--- src/rtl/keypad_scanner_if.sv ---
// Keypad pin bundle plus the digit strobe toward the lock FSM.
// slave  = scanner side (senses columns, drives rows and the digit outputs)
// master = keypad/consumer side
interface keypad_scanner_if;
  logic [3:0] col_n;
  logic [3:0] row_n;
  logic [3:0] key_out;
  logic       enter;
  logic       multi_key;

  modport master (output col_n, input row_n, key_out, enter, multi_key);
  modport slave  (input col_n, output row_n, key_out, enter, multi_key);
endinterface

--- src/rtl/keypad_scanner.sv ---
// 4x4 matrix keypad scanner: row scan, frame capture, press/release debounce,
// one enter strobe per physical press.
module keypad_scanner #(
  parameter int ROW_DWELL      = 4,  // >= 3 so the 2-flop column sync settles
  parameter int DEBOUNCE_SCANS = 3   // >= 1
) (
  input  logic              clk,
  input  logic              rst,
  keypad_scanner_if.slave   kp_if
);

  localparam int DW = (ROW_DWELL > 1) ? $clog2(ROW_DWELL) : 1;
  localparam int CW = $clog2(DEBOUNCE_SCANS + 1);

  typedef enum logic [1:0] {S_SCAN, S_DEBOUNCE, S_EMIT, S_WAIT_REL} state_t;

  logic [3:0]    col_s1_q, col_s2_q;
  logic [DW-1:0] dwell_q;
  logic [1:0]    row_q;
  logic [15:0]   frame_q;
  state_t        state_q, state_d;
  logic [3:0]    cand_q, cand_d;
  logic [CW-1:0] stable_q, stable_d;
  logic [CW-1:0] rel_q, rel_d;
  logic [3:0]    key_out_q;
  logic          enter_q;
  logic          multi_q;

  logic          sample, frame_end;
  logic [15:0]   frame_full;
  logic [4:0]    bit_cnt;
  logic [3:0]    code_c;
  logic          is_none, is_single, is_multi;

  // Column synchronizer; idle lines read high.
  always_ff @(posedge clk or posedge rst) begin
    if (rst) begin
      col_s1_q <= 4'hF;
      col_s2_q <= 4'hF;
    end else begin
      col_s1_q <= kp_if.col_n;
      col_s2_q <= col_s1_q;
    end
  end

  assign sample    = (dwell_q == DW'(ROW_DWELL - 1));
  assign frame_end = sample && (row_q == 2'd3);

  // Row/dwell sequencer and per-row frame capture; runs in every FSM state.
  always_ff @(posedge clk or posedge rst) begin
    if (rst) begin
      dwell_q <= '0;
      row_q   <= 2'd0;
      frame_q <= '0;
    end else if (sample) begin
      dwell_q <= '0;
      row_q   <= row_q + 2'd1;
      frame_q[{row_q, 2'b00} +: 4] <= ~col_s2_q;
    end else begin
      dwell_q <= dwell_q + DW'(1);
    end
  end

  // Classify the complete frame; row 3 is taken live since it is sampled now.
  always_comb begin
    frame_full        = frame_q;
    frame_full[15:12] = ~col_s2_q;
    bit_cnt           = '0;
    code_c            = '0;
    for (int i = 0; i < 16; i++) begin
      bit_cnt = bit_cnt + 5'(frame_full[i]);
      if (frame_full[i]) code_c = 4'(i);
    end
    is_none   = (bit_cnt == 5'd0);
    is_single = (bit_cnt == 5'd1);
    is_multi  = (bit_cnt >= 5'd2);
  end

  // FSM state and debounce counters.
  always_ff @(posedge clk or posedge rst) begin
    if (rst) begin
      state_q  <= S_SCAN;
      cand_q   <= '0;
      stable_q <= '0;
      rel_q    <= '0;
    end else begin
      state_q  <= state_d;
      cand_q   <= cand_d;
      stable_q <= stable_d;
      rel_q    <= rel_d;
    end
  end

  // Next-state: counters only move on frame ends; EMIT is a single cycle.
  always_comb begin
    state_d  = state_q;
    cand_d   = cand_q;
    stable_d = stable_q;
    rel_d    = rel_q;
    case (state_q)
      S_SCAN: begin
        if (frame_end && is_single) begin
          cand_d   = code_c;
          stable_d = CW'(1);
          state_d  = (DEBOUNCE_SCANS == 1) ? S_EMIT : S_DEBOUNCE;
        end
      end
      S_DEBOUNCE: begin
        if (frame_end) begin
          if (is_single && (code_c == cand_q)) begin
            if (int'(stable_q) < DEBOUNCE_SCANS) stable_d = stable_q + CW'(1);
            if (int'(stable_q) + 1 >= DEBOUNCE_SCANS) state_d = S_EMIT;
          end else begin
            stable_d = '0;
            state_d  = S_SCAN;
          end
        end
      end
      S_EMIT: begin
        rel_d   = '0;
        state_d = S_WAIT_REL;
      end
      S_WAIT_REL: begin
        if (frame_end) begin
          if (is_none) begin
            if (int'(rel_q) < DEBOUNCE_SCANS) rel_d = rel_q + CW'(1);
            if (int'(rel_q) + 1 >= DEBOUNCE_SCANS) state_d = S_SCAN;
          end else begin
            rel_d = '0;
          end
        end
      end
      default: state_d = S_SCAN;
    endcase
  end

  // Registered outputs: strobe and code line up with the EMIT cycle.
  always_ff @(posedge clk or posedge rst) begin
    if (rst) begin
      key_out_q <= 4'h0;
      enter_q   <= 1'b0;
      multi_q   <= 1'b0;
    end else begin
      enter_q <= (state_d == S_EMIT);
      if (state_d == S_EMIT) key_out_q <= cand_d;
      if (frame_end) multi_q <= is_multi;
    end
  end

  assign kp_if.row_n     = ~(4'b0001 << row_q);
  assign kp_if.key_out   = key_out_q;
  assign kp_if.enter     = enter_q;
  assign kp_if.multi_key = multi_q;

endmodule

--- src/flat_wrapper.sv ---
// flat-port wrapper written by rule: the top's interface ports become plain ports
module keypad_scanner_flat 
#(
  parameter int ROW_DWELL      = 4,                                           
  parameter int DEBOUNCE_SCANS = 3          
)
  (clk, rst, kp_if_col_n, kp_if_row_n, kp_if_key_out, kp_if_enter, kp_if_multi_key);
  keypad_scanner_if kp_if_i ();
  input  logic clk;
  input  logic rst;
  input wire logic [$bits(kp_if_i.col_n)-1:0] kp_if_col_n;
  output wire logic [$bits(kp_if_i.row_n)-1:0] kp_if_row_n;
  output wire logic [$bits(kp_if_i.key_out)-1:0] kp_if_key_out;
  output wire logic [$bits(kp_if_i.enter)-1:0] kp_if_enter;
  output wire logic [$bits(kp_if_i.multi_key)-1:0] kp_if_multi_key;
  assign kp_if_i.col_n = kp_if_col_n;
  assign kp_if_row_n = kp_if_i.row_n;
  assign kp_if_key_out = kp_if_i.key_out;
  assign kp_if_enter = kp_if_i.enter;
  assign kp_if_multi_key = kp_if_i.multi_key;
  keypad_scanner #(.ROW_DWELL(ROW_DWELL), .DEBOUNCE_SCANS(DEBOUNCE_SCANS)) u_core (.clk(clk), .rst(rst), .kp_if(kp_if_i));
endmodule
--- config.mk ---
export PLATFORM = sky130hd
export DESIGN_NAME = keypad_scanner_flat
export DESIGN_NICKNAME = d
export VERILOG_FILES = /design/src/rtl/keypad_scanner_if.sv /design/src/rtl/keypad_scanner.sv /design/src/flat_wrapper.sv
export SDC_FILE = /design/constraint.sdc
export NUM_CORES = 1
export LEC_CHECK = 0
export CORE_ASPECT_RATIO = 1.75
export CORE_MARGIN = 1.5
export CORE_UTILIZATION = 61
export CTS_CLUSTER_DIAMETER = 200
export DETAILED_ROUTE_END_ITERATION = 7
export MAX_ROUTING_LAYER = met4
export PLACE_DENSITY = 0.78
export SYNTH_ARGS = -nofsm -noshare
export SYNTH_HDL_FRONTEND = slang
export SYNTH_SLANG_ARGS = --single-unit
--- constraint.sdc ---
create_clock -name clk -period 13.6 [get_ports clk]
set_input_delay 4.08 -clock clk [delete_from_list [all_inputs] [get_ports clk]]
set_output_delay 4.08 -clock clk [all_outputs]
set_load 0.02 [all_outputs]
==> After elaboration in Yosys (flattened, before gate mapping) <==
Cells that the tools add are included.
{ "totals": {"reg_bits": 44, "in_bits": 6, "out_inout_bits": 10, "elab_cells": 102} }
{ "classes": {"addsub": 22, "magnitude_cmp": 5, "n_eq_ne": 13, "n_shift": 3, "mux": 36, "n_bitwise": 2, "n_reduce_logical": 9} }
{ "op_table": {"columns": ["cell", "n"], "rows": [
  ["5-bit by 1-bit adder with 5-bit output", 14],
  ["32-bit by 3-bit greater-or-equal comparator with 1-bit output (second input constant)", 2],
  ["4-bit 2-to-1 mux", 10],
  ["2-bit 2-to-1 mux", 17],
  ["16-bit bitwise mux", 1],
  ["4-bit by 6-bit variable shift with 16-bit output (first input constant)", 1],
  ["4-bit by 6-bit indexed part select with 16-bit output", 1],
  ["3-bit 2-to-1 mux", 4],
  ["2-bit == test (second input constant)", 5],
  ["2-bit by 1-bit adder with 2-bit output (second input constant)", 4],
  ["4-bit NOT", 2],
  ["2-bit case mux with 2 select lines", 2],
  ["2-bit case mux with 4 select lines", 1],
  ["2-bit by 1-bit adder with 3-bit output (second input constant)", 2],
  ["2-bit by 1-bit inequality test with 1-bit output (second input constant)", 3],
  ["3-bit inequality test (second input constant)", 2],
  ["4-bit negator with 6-bit output", 1],
  ["5-bit by 1-bit == test with 1-bit output (second input constant)", 1],
  ["5-bit by 2-bit greater-or-equal comparator with 1-bit output (second input constant)", 1],
  ["5-bit zero test", 1],
  ["4-bit == test", 1],
  ["2-bit < comparator (second input constant)", 2],
  ["4-bit AND reduction", 1],
  ["2-bit nonzero test", 2],
  ["7 further kinds", 9]
]} }

==> Logic depth before layout (Yosys ltp) <==
{ "depth": {"depth_word": 21, "mapped_depth": 16, "mapped_depth_nobuf": 16} }

==> Worst setup path after synthesis <==
No wires, ideal clock.
{ "synth_path": {"path_kind": "reg2out", "start": "register u_core.row_q[0]", "end": "output kp_if_row_n[2]", "t_arrival_ns": 0.872, "required_time_ns": 9.520, "path_slack_ns": 8.648, "path_stages_with_launch": 4, "path_buffers": 0, "cell_sequence": "dfrtp_1 -> inv_1 -> ha_1 -> inv_1"} }
{ "synth_between": {"elab_chain_cells": 2} }
{ "synth_lines": {"columns": ["element", "line_no", "text"], "rows": [
  ["start: declaration", "keypad_scanner.sv:19", "logic [1:0] row_q;"],
  ["start signal: assignment", "keypad_scanner.sv:57", "row_q <= row_q + 2'd1;"],
  ["1-bit by 2-bit << shifter with 4-bit output", "keypad_scanner.sv:150", "assign kp_if.row_n = ~(4'b0001 << row_q);"],
  ["4-bit NOT", "keypad_scanner.sv:150", null],
  ["end: declaration", "flat_wrapper.sv:12", "output wire logic [$bits(kp_if_i.row_n)-1:0] kp_if_row_n;"]
]} }
No other way between the ends.

==> Worst setup path after layout <==
{ "layout_path": {"start": "register u_core.row_q[0]", "end": "output kp_if_row_n[0]"} }
Same word-level chain as after synthesis.

==> qor.txt <==
status -> completed
Total Routing Usage GR -> 25.6%
Residual DRC -> 0
Slowest-stage cell, CP -> clkdlybuf4s50_1
Worst path most repeated cell -> inv_1
first-pass GRT wire length -> 7910 um
Syn Nets -> 249
IO Port Bufs -> 15
Die Span X -> 49.4 um
Arrival @ worst endpoint -> 1780 ps
nature of the critical path startpoint -> flip-flop
ys async rst share -> 100%
Slew headroom -> 56.7%
routability cong. -> 0.837
Worst VDD drop -> 0.115 mV
Cell Pwr Density -> 127 mW/mm^2
core area -> 0.00363 mm^2
1st-iter DRT viols -> 34
root buffer cell -> clkbuf_8
antenna cells -> 0
crit-path max FO -> 6
Place WS -> 8050 ps
Crit Path Class -> reg2out
top cell type's share of synthesized area -> 34.9%
Tmin final -> 5860 ps
worst-margin pin slew -> 634 ps
Area Overhead vs Synth -> 14.7%
First-pass DRT Iterations -> 6
final period utilization -> 43.1%
Post-Route Setup TNS -> 0 ps
post-synthesis sequential area ratio -> 44.0%
YS warnings -> 0
synthesized-area fraction occupied by and/or/nand/nor cells -> 13.7%
largest family of logic cells by synthesized area -> adder cells
Via Count -> 1703
Fin. Hold Viols -> 0
Setup violations, final -> 0
syn avg cell area -> 10.6 um^2
drt total wl -> 4650 um
flops & latches, synth -> 40
hold_ws -> 359 ps
post-layout util -> 72.6%
cell row count -> 29
CTS max path bufs -> 2
adder-cell share of the synthesized area -> 17.4%
worst path cell trace -> inv_1 -> ha_1 -> inv_1 -> clkdlybuf4s50_1
CTS buffer count -> 5
Sink Count -> 40
H-tree depth -> 2
Setup WS post-layout -> 7740 ps
post-DP HPWL -> 3500 um
Post-CTS Setup Inserts -> 0
DIE AREA -> 0.00416 mm^2
Crit path max-delay family -> buffers and inverters
Final Skew -> 1.64 ps
area leader, netlist -> dfrtp_1
Post-synth EDFFs -> 0
Top FF cell, synth -> dfrtp_1
Synth Area in Compound Gates -> 13.8%
Die Ht -> 84.2 um
final net count -> 271
unrepaired setup endpoints after global routing -> false
fin. max-slew vios -> 0
# Max-Cap Violations -> 0
crit end category -> output port
mux contribution to synthesized area -> 4.03%
largest net degree at the start of global routing -> 41
buffer and inverter count on the worst path -> 3
total gr overflow -> 0
synth unique cells -> 43
Routed WL per cell -> 16.3 um
Starting Density -> 63.3%
CP peak stage delay -> 600 ps
share of cells above drive strength 1 -> 12.5%
CTS tree -> built
FMAX -> 0.171 GHz
Leak -> 0.00123 uW
post-synthesis xor/xnor area fraction -> 1.53%
routed vias/inst -> 5.95
clk_lat worst skew -> 290 ps
Ports -> 16
ANT nets after route -> 0
Commonest cells post-synth -> dfrtp_1, inv_1, nand2_1, o21ai_0, ha_1
Worst Path Required -> 9520 ps
post-synthesis cell count -> 217
# hold bufs at CTS -> 0
initial antenna violation count -> 0
top cells by area, synth -> dfrtp_1, dfstp_2, fa_1
synthesized area -> 0.00230 mm^2
vias in the first global route -> 1796
HP Class -> reg2reg
post-cts sizing count -> 0
clock-pin transition on the worst setup and hold timing paths -> 70 ps
==> cell families after synthesis <==
kind of cell    after synthesis
xor+xnor                      4
simple gates                 62
fa+ha+maj                    26
buf+inv                      33
flops                        40
mux                           7
compound gates               45
==> area by class of cell <==
type / instances / area [um^2]
clock buffers: 7 / 96.3
clock inverters: 1 / 30.0
fillers: 271 / 996
inverters: 32 / 120
multi-input cells: 144 / 1160
flip-flops and latches: 40 / 1010
well taps: 46 / 57.6
repair buffers: 16 / 158
==> per-layer routing <==
metal	up-vias	global-route usage, %	wire, um
met5	-	-	0
li1	792	-	-
met2	48	45.6	2580
met3	14	4.09	169
met4	0	12.6	146
met1	849	26.8	1750
==> placed cells by master, fill, tap and decap left out, types with 2 or more instances in the layout <==
cell,Yosys,final
inv_1,32,32
dfrtp_1,32,32
nand2_1,26,26
o21ai_0,17,17
ha_1,16,16
clkdlybuf4s50_1,0,15
nor2_1,12,12
fa_1,10,10
dfstp_2,8,8
clkbuf_8,0,7
o31ai_1,6,6
nand3_1,5,5
a41oi_1,5,5
xor2_1,4,4
mux2_4,4,4
nand4bb_1,2,2
a211o_1,2,2
nor3_1,2,2
mux2_2,2,2
nand2b_1,2,2
a21oi_1,2,2
nand4_1,2,2
a2111oi_0,2,2
or3_1,2,2
o22ai_1,2,2
==> power breakdown <==
| part | internal (uW) | total [uW] | switching [uW] |
|---|---|---|---|
| clock | 64.7 | 105 | 39.8 |
| sequential | 128 | 137 | 8.48 |
| combinational | 39.9 | 92.9 | 52.9 |
==> state kept, by name, summed over array words and instances, names as in the netlist <==
register / count
u_core.frame_q: 12
u_core.cand_q: 4
u_core.col_s1_q: 4
u_core.col_s2_q: 4
u_core.kp_if.key_out: 4
u_core.dwell_q: 2
u_core.rel_q: 2
u_core.row_q: 2
u_core.stable_q: 2
u_core.state_q: 2
u_core.kp_if.enter: 1
u_core.kp_if.multi_key: 1
==> stage by stage <==
step           cells  total power, uW  instance area, um^2
2_1_floorplan    217              206                 2300
3_3_place_gp     278              223                 2510
3_5_place_dp     278              230                 2510
4_1_cts          286              336                 2630
5_1_grt          286              351                 2630
6_report         286              334                 2630
==> path summary, 6_finish.rpt <==
check	from	endpoint	slack [ps]	depth (start not counted)
min in group asynchronous	rst	u_core.cand_q[3]$_DFF_PP0_	4200	3
max in group asynchronous	rst	u_core.col_s2_q[2]$_DFF_PP1_	9040	3
worst min-delay path	u_core.col_s1_q[2]$_DFF_PP1_	u_core.col_s2_q[2]$_DFF_PP1_	360	0
worst max-delay path	u_core.row_q[0]$_DFFE_PP0P_	kp_if_row_n[0]	7740	4
worst min register to register	u_core.col_s1_q[2]$_DFF_PP1_	u_core.col_s2_q[2]$_DFF_PP1_	360	0
worst max register to register	u_core.col_s2_q[0]$_DFF_PP1_	u_core.kp_if.key_out[0]$_DFFE_PP0N_	8250	16
No activity file was read; power rests on OpenSTA's default activity.
